## src/rtl/serial_tx_pkg.sv

```systemverilog
// Shared types and constants for the framed serial transmitter.
// Latency: n/a (declarations only).
// Backpressure: n/a.
package serial_tx_pkg;

    typedef enum logic [1:0] {
        IDLE  = 2'd0,
        START = 2'd1,
        DATA  = 2'd2,
        STOP  = 2'd3
    } tx_state_t;

    localparam logic LINE_IDLE = 1'b1;
    localparam logic START_BIT = 1'b0;
    localparam logic STOP_BIT  = 1'b1;

    // Counter width able to hold 0..n-1, never narrower than one bit.
    function automatic int unsigned cnt_width(input int unsigned n);
        return (n <= 1) ? 1 : $clog2(n);
    endfunction

endpackage

```

## src/rtl/bit_tick_counter.sv

```systemverilog
// Bit-period timer: tick is high on the last of every DIV cycles.
// Latency: tick decoded from the registered count; clear takes effect next cycle.
// Backpressure: none; free-runs while clear is low.
//
// Ports: clk, rst (sync active-low), clear (hold count at 0), tick (out).
module bit_tick_counter
    import serial_tx_pkg::*;
#(
    parameter int unsigned DIV = 1
) (
    input  logic clk,
    input  logic rst,
    input  logic clear,
    output logic tick
);

    localparam int unsigned    CW   = cnt_width(DIV);
    localparam logic [CW-1:0]  TERM = CW'(DIV - 1);

    logic [CW-1:0] cnt_q;
    logic [CW-1:0] cnt_d;

    always_comb begin
        tick  = (cnt_q == TERM);
        cnt_d = cnt_q + CW'(1);
        if (clear || tick) begin
            cnt_d = '0;
        end
    end

    always_ff @(posedge clk) begin
        if (!rst) begin
            cnt_q <= '0;
        end else begin
            cnt_q <= cnt_d;
        end
    end

endmodule

```

## src/rtl/serial_frame_tx.sv

```systemverilog
// Parallel-to-serial framer: start bit, WIDTH data bits LSB first, stop bit; DIV clocks per bit.
// Latency: start bit on the line the cycle after the handshake; frame lasts (WIDTH+2)*DIV cycles.
// Backpressure: load_ready only in IDLE; load_valid/load_data ignored while a frame is in flight.
//
// Ports: clk, rst (sync active-low), load_data/load_valid/load_ready (word input handshake),
//        ser_out/ser_out_bar (serial line, idle high), busy (frame in flight), done (last stop cycle).
module serial_frame_tx
    import serial_tx_pkg::*;
#(
    parameter int unsigned WIDTH = 8,
    parameter int unsigned DIV   = 1
) (
    input  logic             clk,
    input  logic             rst,
    input  logic [WIDTH-1:0] load_data,
    input  logic             load_valid,
    output logic             load_ready,
    output logic             ser_out,
    output logic             ser_out_bar,
    output logic             busy,
    output logic             done
);

    localparam int unsigned   BW       = cnt_width(WIDTH);
    localparam logic [BW-1:0] LAST_BIT = BW'(WIDTH - 1);

    tx_state_t        state_q;
    logic [WIDTH-1:0] shift_q;
    logic [WIDTH-1:0] shift_nxt;
    logic [BW-1:0]    bit_q;
    logic             ser_q;
    logic             busy_q;
    logic             ready_q;
    logic             tick;

    // Timer is held at zero while idle so the start bit gets a full period.
    bit_tick_counter #(
        .DIV (DIV)
    ) u_tick (
        .clk   (clk),
        .rst   (rst),
        .clear (state_q == IDLE),
        .tick  (tick)
    );

    assign shift_nxt = shift_q >> 1;

    // The line value is registered one cycle ahead: each transition loads the
    // level the line must carry in the state being entered.
    always_ff @(posedge clk) begin
        if (!rst) begin
            state_q <= IDLE;
            shift_q <= '0;
            bit_q   <= '0;
            ser_q   <= LINE_IDLE;
            busy_q  <= 1'b0;
            ready_q <= 1'b0;
        end else begin
            case (state_q)
                IDLE: begin
                    ready_q <= 1'b1;
                    // ready_q is low for one cycle after reset, blocking a handshake then.
                    if (load_valid && ready_q) begin
                        shift_q <= load_data;
                        bit_q   <= '0;
                        state_q <= START;
                        ser_q   <= START_BIT;
                        busy_q  <= 1'b1;
                        ready_q <= 1'b0;
                    end
                end
                START: begin
                    if (tick) begin
                        state_q <= DATA;
                        ser_q   <= shift_q[0];
                    end
                end
                DATA: begin
                    if (tick) begin
                        if (bit_q == LAST_BIT) begin
                            state_q <= STOP;
                            bit_q   <= '0;
                            ser_q   <= STOP_BIT;
                        end else begin
                            shift_q <= shift_nxt;
                            bit_q   <= bit_q + BW'(1);
                            ser_q   <= shift_nxt[0];
                        end
                    end
                end
                STOP: begin
                    if (tick) begin
                        state_q <= IDLE;
                        ser_q   <= LINE_IDLE;
                        busy_q  <= 1'b0;
                        ready_q <= 1'b1;
                    end
                end
                default: begin
                    state_q <= IDLE;
                    ser_q   <= LINE_IDLE;
                    busy_q  <= 1'b0;
                    ready_q <= 1'b0;
                end
            endcase
        end
    end

    assign load_ready  = ready_q;
    assign ser_out     = ser_q;
    assign ser_out_bar = ~ser_q;
    assign busy        = busy_q;
    // tick comes from the registered count, so done has no input-to-output path.
    assign done        = (state_q == STOP) && tick;

endmodule

```

## config.mk

```make
export PLATFORM = sky130hd
export DESIGN_NAME = serial_frame_tx
export DESIGN_NICKNAME = d
export VERILOG_FILES = /design/src/rtl/serial_tx_pkg.sv /design/src/rtl/bit_tick_counter.sv /design/src/rtl/serial_frame_tx.sv
export SDC_FILE = /design/constraint.sdc
export NUM_CORES = 1
export LEC_CHECK = 0
export ABC_AREA = 1
export CORE_MARGIN = 2
export CORE_UTILIZATION = 55
export CTS_CLUSTER_SIZE = 28
export DETAILED_ROUTE_END_ITERATION = 7
export PLACE_DENSITY = 0.92
export SLEW_MARGIN = 20
export SYNTH_ARGS = -nofsm -noshare
export SYNTH_HDL_FRONTEND = slang
export SYNTH_SLANG_ARGS = --single-unit
export TNS_END_PERCENT = 20
```

## constraint.sdc

```tcl
create_clock -name clk -period 3.2 [get_ports clk]
set_input_delay 0.64 -clock clk [delete_from_list [all_inputs] [get_ports clk]]
set_output_delay 0.64 -clock clk [all_outputs]
set_load 0.02 [all_outputs]
```

# After elaboration in Yosys (flattened, before gate mapping)
# Cells that the tools add are included.
[word_totals]
ff_bits = 17
latchBits = 0
ramBits = 0
mem_bits_ro = 0
in_bits = 11
output_inout_bits = 5
wordCells = 60
mem_count = 0
[op_classes]
addsub = 2
mul = 0
n_div = 0
order_cmp = 0
eq_ne = 10
n_shift = 0
n_mux = 25
bitwise_logic = 3
reduce_logical = 13
[op_table]
columns = ["cell", "n"]
rows = [
  ["2-to-1 mux 8 bit", 3],
  ["case mux 8 bit (2 select lines)", 1],
  ["inequality test 2 bit (second input constant)", 6],
  ["2-to-1 mux 2 bit", 5],
  ["2-to-1 mux 3 bit", 3],
  ["2-to-1 mux 1 bit", 8],
  ["case mux 2 bit (4 select lines)", 1],
  ["AND reduction 4 bit", 2],
  ["case mux 3 bit (2 select lines)", 1],
  ["AND reduction 3 bit", 2],
  ["AND reduction 5 bit", 1],
  ["== test 2 bit (second input constant)", 2],
  ["case mux 1 bit (2 select lines)", 2],
  ["case mux 1 bit (4 select lines)", 1],
  ["nonzero test 2 bit", 2],
  ["adder 3 x 1 -> 3 bit (second input constant)", 1],
  ["== test 3 bit (second input constant)", 1],
  ["inverter 1 bit", 3],
  ["== test 2 x 1 -> 1 bit (second input constant)", 1],
  ["logical AND 1 bit", 2],
  ["zero test 2 bit", 1],
  ["AND reduction 2 bit", 1],
  ["OR reduction 2 bit", 1],
  ["adder 1 bit (second input constant)", 1],
  ["logical OR 1 bit", 1],
]

# Logic depth before layout (Yosys ltp)
# Gate-level depths: netlist of the first run.
[depth]
word_depth = 4
depth_mapped = 10
mapped_depth_nobuf = 9

# Modules after synthesis
# From an unflattened synthesis of the first run, not the netlist that was laid out.
[unflattened]
cells_unflattened = 125
hier_area_um2 = 927.1
[modules_own_cells]
columns = ["module", "n_inst", "cells_per_inst", "area_each_um2", "seq_area_each_um2"]
rows = [
  ["serial_frame_tx", 1, 122, 899.6, 320.3],
  ["bit_tick_counter", 1, 3, 27.5, 20.0],
]

# Worst setup path after synthesis of the first run
# No wires, ideal clock.
[synth_path]
path_kind = "register -> output"
startpoint = "reg state_q[0]"
endpoint = "out done"
arrival_ns = 0.874
required_ns = 2.560
path_slack_ns = 1.686
stages_incl_launch_ff = 4
n_path_buf = 0
cell_sequence = "dfxtp_1 > ha_1 > inv_1 > nor2_1"
[synth_via]
elab_chain_len = 2
[synth_rtl]
columns = ["element", "line_no", "text"]
rows = [
  ["start, declared", "serial_frame_tx.sv:27", "tx_state_t state_q;"],
  ["start signal, assigned", "serial_frame_tx.sv:52", "state_q <= IDLE;"],
  ["start signal, assigned", "serial_frame_tx.sv:66", "state_q <= START;"],
  ["start signal, assigned", "serial_frame_tx.sv:74", "state_q <= DATA;"],
  ["== test 2 bit", "serial_frame_tx.sv:114", "assign done = (state_q == STOP) && tick;"],
  ["logical AND 1 bit", "serial_frame_tx.sv:114", ""],
  ["end, declared", "serial_frame_tx.sv:21", "output logic done"],
]
# No other way between the ends.

# Worst setup path in the final report of the first run
# Ends and elaborated chain as after synthesis.

==> metrics, run 1 <==
Synth Cell Area=978.4 sq um; Final Cell Area=0.001155 sq mm; ys flop type=dfxtp_1; via-per-instance ratio=approximately 5; Nets=approximately 180; Ports=16; Skew-Pair Late Insertion Delay=290 ps; CP required=between 2000 and 3000 ps; cell with the most instances after synthesis=nand2_1; P_leak=approximately 0.00055 uW; CTS tree=built; number of antenna violations at the first check in global routing=0; Starting Density=0.5729; Critical Path End Type=output pin; worst rel slew slack=0.6256; dpl cell area=0.001129 sq mm; Clock Tree Buf Depth=2; TritonCTS Buffers=3; crit path time final=approximately 2300 ps; port bufs=15; Hold Buf Count CTS=0; Resize count post-CTS=0; hold crit path type=reg -> reg; max-cap violation count=0; # DRC=0; Post-CTS Setup Bufs=0; Die X-Extent=roughly 46 um; Mapped Cells=147; setup tns final=0 ps; DR iter-0 viols=11; top cells by count, synth=nand2_1 (49), nor2_1 (32), dfxtp_1 (17); worst setup path endpoint=done; syn_area_per_cell=approximately 6.7 sq um; GRT Overall Usage=0.2140; area leader, netlist=dfxtp_1; Detailed Place HPWL=1394 um; fraction of registers with async set or reset after synthesis=0; clock transition at the registers of the reported paths=90 ps; CP arrival=1690 ps; critical path startpoint category=register; Worst R2R End=shift_q[1]; synth warn=0; Pre-antenna DRT Iters=4; H-tree Lvls=1; R2R Path Start=state_q[0]; Tightest Pin Transition=561.5 ps; Congestion Overflow GR=0; Worst Reg2Reg Path Length in Cells=8; first-pass GRT wire length=about 3300 um; Detailed Route WL=1914 um; EDFF count, synth=0; number of global-route vias before repair=just over 800; clock root buffer=clkbuf_4; Max Clk Rate=between 400 and 500 MHz; Setup WS pre-CTS=1219 ps; count of pins over their slew limit=0; GPL Wtd Cong=0.8744; status=completed; Peak supply drop=between 0.5 and 0.6 mV; total chip power=943.7 uW; Routed WL per cell=10.24 um; hold violation total from the final report=0; FF+latch count, synth=17; clock skew=1.213 ps; Antenna diodes=0; Vias=around 940; largest net degree at the start of global routing=17; CP startpoint=state_q[0]; RSZ-0062 raised after global routing=false; fill count=146; r2r setup slk=around 1400 ps; synth unique cells=19; core area=approximately 0.0017 sq mm; clock sink count=17; Layout area overhead=18.03%; critical path class=reg -> out; Worst Setup Slack, final=872.5 ps; Synth area leaders=dfxtp_1 (35%), nand2_1 (19%), nor2_1 (12%), ha_1 (9.0%), a21boi_0 (5.4%); endpoints failing setup=0; Seq/Total Area, Yosys=0.3478; share of cells above drive strength 1=0.07407; antenna-violating nets left=0; net count after synthesis=165; Site Rows=15; Pwr Density=817.2 mW/mm^2; crit-path max FO=5; Die Area=0.002132 sq mm; fin crit share=0.7273; Yosys top cell area share=0.3478; die height=roughly 46 um
-- flip-flops by register name, indices dropped and copies added (netlist names) --
register / flops
ser_out: 1
shift_q: 8
busy: 1
bit_q: 3
state_q: 2
u_tick.cnt_q: 1
load_ready: 1
-- cell type report --
type / count / area (sq um) / area share
Sequential cell: 17 / 340.3 / 0.2947
Multi-Input combinational cell: 116 / 569.3 / 0.4930
Clock buffer: 4 / 26.28 / 0.02275
Tap cell: 25 / 31.28 / 0.02709
Timing Repair Buffer: 15 / 150.1 / 0.1300
Inverter: 10 / 37.54 / 0.03250
-- routing by layer --
| metal | GRT usage | up-vias | share of wire |
|---|---|---|---|
| met5 | 0 | - | 0 |
| met4 | 0.1143 | 0 | 0.032 |
| met3 | 0.04706 | 11 | 0.049 |
| met2 | 0.3806 | 33 | 0.46 |
| met1 | 0.2321 | 407 | 0.46 |
| li1 | - | 487 | - |
-- kinds of logic (layout without fill, tap and decap cells) --
kind of cell,count (synthesis),after routing,share of synthesized area
adders and majority gates,7,7,0.08951
other,1,1,0.003833
AOI/OAI and AO/OA,13,13,0.09208
DFF,17,17,0.3478
and+or+nand+nor,95,95,0.3964
buffers and inverters,14,29,0.07032
-- through the flow --
stage / cells / hold WS (ps) / utilization
final: 187 / 467.7 / 0.6762
after detailed placement: 183 / 457.0 / 0.6608
after global placement: 183 / 456.3 / 0.6608
after global routing: 187 / 510.3 / 0.6762
after CTS: 187 / 476.4 / 0.6762
after floorplan: 147 / 442.9 / -
-- worst min-delay path by stage --
| stage | start | to | slack (ps) | depth (start not counted) |
|---|---|---|---|---|
| after global placement | busy | busy | 460 | 2 |
| after CTS | busy | busy | 480 | 2 |
| after floorplan | bit_q[1] | bit_q[1] | 440 | 2 |
| after detailed placement | busy | busy | 460 | 2 |
| after global routing | shift_q[0] | shift_q[0] | 510 | 2 |
| final | busy | busy | 470 | 2 |
-- critical path, stage by stage (launching register included) --
cell             delay, ps
dfxtp_1                400
ha_1                   200
inv_1                   90
nor2_1                 100
clkdlybuf4s50_1        610
-- where the power goes --
part | switching (uW) | total (uW) | leakage (uW) | internal, uW
Combinational | 320 | 514 | 0.000398 | 194
Clock | 66.0 | 115 | 0.0000150 | 48.6
Sequential | 38.2 | 315 | 0.000141 | 277
Total | 424 | 944 | 0.000554 | 520
-- cells in the final DEF, fill, tap and decap left out, drive strengths merged --
cell           count
a21boi             7
a21oi              2
clkbuf             4
clkdlybuf4s50     15
conb               1
dfxtp             17
ha                 7
inv               10
nand2             51
nand3              7
nand4              1
nor2              36
o21ai              4
Note: power is estimated with default switching activity, not from simulation.
==> inputs of run 2 (changes only) <==
CORE_UTILIZATION = 51   (was 55)
PLACE_DENSITY = 0.87   (was 0.92)
clock period = 2.3 ns   (was 3.2 ns; I/O delays follow)
==> run 2 against run 1 <==
Compared with the run above: wire length is 3.7% lower; sequential power is 39% higher; core utilization is 2.2 points lower; global-route usage is 1.6 points lower; flip-flop and latch count stayed put; sequential share of layout area stayed put; die area is 7.2% higher; non-clock buffer count stayed put; critical path depth stayed put; clock power is 42% higher; register-to-register slack worse by 900 ps; combinational power is 37% higher; critical path type unchanged; critical endpoint unchanged; largest cell class unchanged.
==> metrics, run 2 (synthesized netlist as in run 1, its figures left out) <==
worst rel slew slack=0.6343 (was 0.6256); Ports=16 (unchanged); Resize count post-CTS=0 (unchanged); status=completed (unchanged); CP arrival=1670 ps (was 1690 ps); Routed met2 length=864 um (was 886 um); DR iter-0 viols=15 (was 11); crit-path max FO=5 (unchanged); count of pins over their slew limit=0 (unchanged); hold violation total from the final report=0 (unchanged); Die Area=0.002285 sq mm (was 0.002132 sq mm); Skew-Pair Late Insertion Delay=300 ps (was 290 ps); most frequent cells in the layout=nand2_1 (49), nor2_1 (32), dfxtp_1 (17), clkdlybuf4s50_1 (15), inv_1 (9) (unchanged); Post-CTS Setup Bufs=0 (unchanged); Peak supply drop=0.6691 mV (was 0.5577 mV); critical path class=reg -> out (unchanged); top cell family by delay on the critical path=buffers and inverters (unchanged); total chip power=1308 uW (was 943.7 uW); critical path startpoint category=register (unchanged); Setup WS pre-CTS=503.7 ps (was 1219 ps); max-cap violation count=0 (unchanged); Layout area overhead=18.03% (unchanged); setup tns final=0 ps (unchanged); die height=47.80 um (was 46.18 um); r2r setup slk=500 ps (was 1400 ps); Tightest Pin Transition=548.5 ps (was 561.5 ps); Detailed Place HPWL=1376 um (was 1394 um); CTS tree=built (unchanged); DRT met1 WL=854 um (was 873 um); share of cells above drive strength 1=0.07407 (unchanged); Flop pwr share=0.335 (was 0.334); Pre-antenna DRT Iters=4 (unchanged); crit path cell chain=ha_1 > inv_1 > nor2_1 > clkdlybuf4s50_1 (unchanged); # DRC=0 (unchanged); clock transition at the registers of the reported paths=100 ps (was 90 ps); Pwr Density=1133 mW/mm^2 (was 817.2 mW/mm^2); Top Registers=shift_q x8, bit_q x3, state_q x2 (unchanged); number of global-route vias before repair=830 (was 816); Starting Density=0.5546 (was 0.5729); largest net degree at the start of global routing=17 (unchanged); port bufs=15 (unchanged); Detailed Route WL=1843 um (was 1914 um); Worst Setup Slack, final=173.7 ps (was 872.5 ps); clock skew=3.138 ps (was 1.213 ps); clock root buffer=clkbuf_4 (unchanged); switching power=585.5 uW (was 423.9 uW); P_leak=0.0005535 uW (unchanged); fin crit share=0.9245; antenna-violating nets left=0 (unchanged); Max Clk Rate=470.3 MHz; Vias=897 (was 938); RSZ-0062 raised after global routing=false (unchanged); clock power share=0.125 (was 0.121); CP max stage cell=clkdlybuf4s50_1 (unchanged); Routed WL per cell=9.856 um (was 10.24 um); Hold Buf Count CTS=0 (unchanged); Nets=181 (unchanged); GRT Overall Usage=0.1982 (was 0.2140); GPL Wtd Cong=0.8585 (was 0.8744); endpoints failing setup=0 (unchanged); Highest Signal Layer=met4 (unchanged); Gate power share=0.540 (was 0.545); met3 wire len=80 um (was 93 um); switching share of power=0.4475 (was 0.4492); Congestion Overflow GR=0 (unchanged); hold crit path type=reg -> reg (unchanged); clock sink count=17 (unchanged); H-tree Lvls=1 (unchanged); Site Rows=15 (unchanged); via-per-instance ratio=4.797 (was 5.016); most common cell after layout, fill and taps aside=nand2_1 (unchanged); core area=0.001764 sq mm (was 0.001708 sq mm); CP required=1840 ps (was 2560 ps); Critical Path End Type=output pin (unchanged); Die X-Extent=47.80 um (was 46.18 um); crit-path max cell delay=610 ps (about the same); Antenna diodes=0 (unchanged); critical path buffer and inverter count=2 (unchanged); Int Power=722.8 uW (was 519.8 uW); TritonCTS Buffers=3 (unchanged); crit path time final=2126 ps; Clock Tree Buf Depth=2 (unchanged); first-pass GRT wire length=3208 um (was 3256 um); Biggest register=shift_q (unchanged); number of antenna violations at the first check in global routing=0 (unchanged); max reg flops=8 (unchanged)
==> run 2: cell counts in the layout (fill, tap and decap cells not counted) <==
Identical to the previous run, type by type.
==> run 2: layer usage <==
metal / GRT usage / up-vias
met5: 0 / -
met4: 0.1135 / 0
met3: 0.03396 / 5
met2: 0.3547 / 20
met1: 0.2174 / 389
li1: - / 483
==> run 2: area by class of cell <==
| type | count | area (sq um) |
|---|---|---|
| fillers | 166 | 609.3 |
| multi-input cells | 116 | 569.3 |
| flip-flops and latches | 17 | 340.3 |
| repair buffers | 15 | 150.1 |
| inverters | 10 | 37.54 |
| well taps | 25 | 31.28 |
| clock buffers | 4 | 26.28 |
==> run 2: final timing paths <==
check / from / end / depth (start not counted)
min: busy / busy / 2
max: state_q[0] / done / 4
min reg2reg: busy / busy / 2
max reg2reg: state_q[0] / shift_q[7] / 8
==> run 2: tightest hold or removal path: stages, from the launching register on <==
cell and delay (ps):
dfxtp_1 320, nand2_1 60, a21oi_1 50
==> run 2: power by group through the flow <==
stage / registers (uW) / logic [uW] / clock network, uW
floorplan: 463 / 547 / 0
global placement: 442 / 684 / 0
detailed placement: 446 / 709 / 0
CTS: 439 / 712 / 165
global route: 450 / 810 / 174
finish: 439 / 706 / 163
==> run 2: per-stage QoR <==
stage	instances	utilization	hold slack, ps	instance area, sq um
finish	187	0.6546	468.5	1155
global route	187	0.6546	511.0	1155
detailed placement	183	0.6397	458.8	1129
global placement	183	0.6397	456.9	1129
floorplan	147	-	442.9	978.4
CTS	187	0.6546	477.0	1155
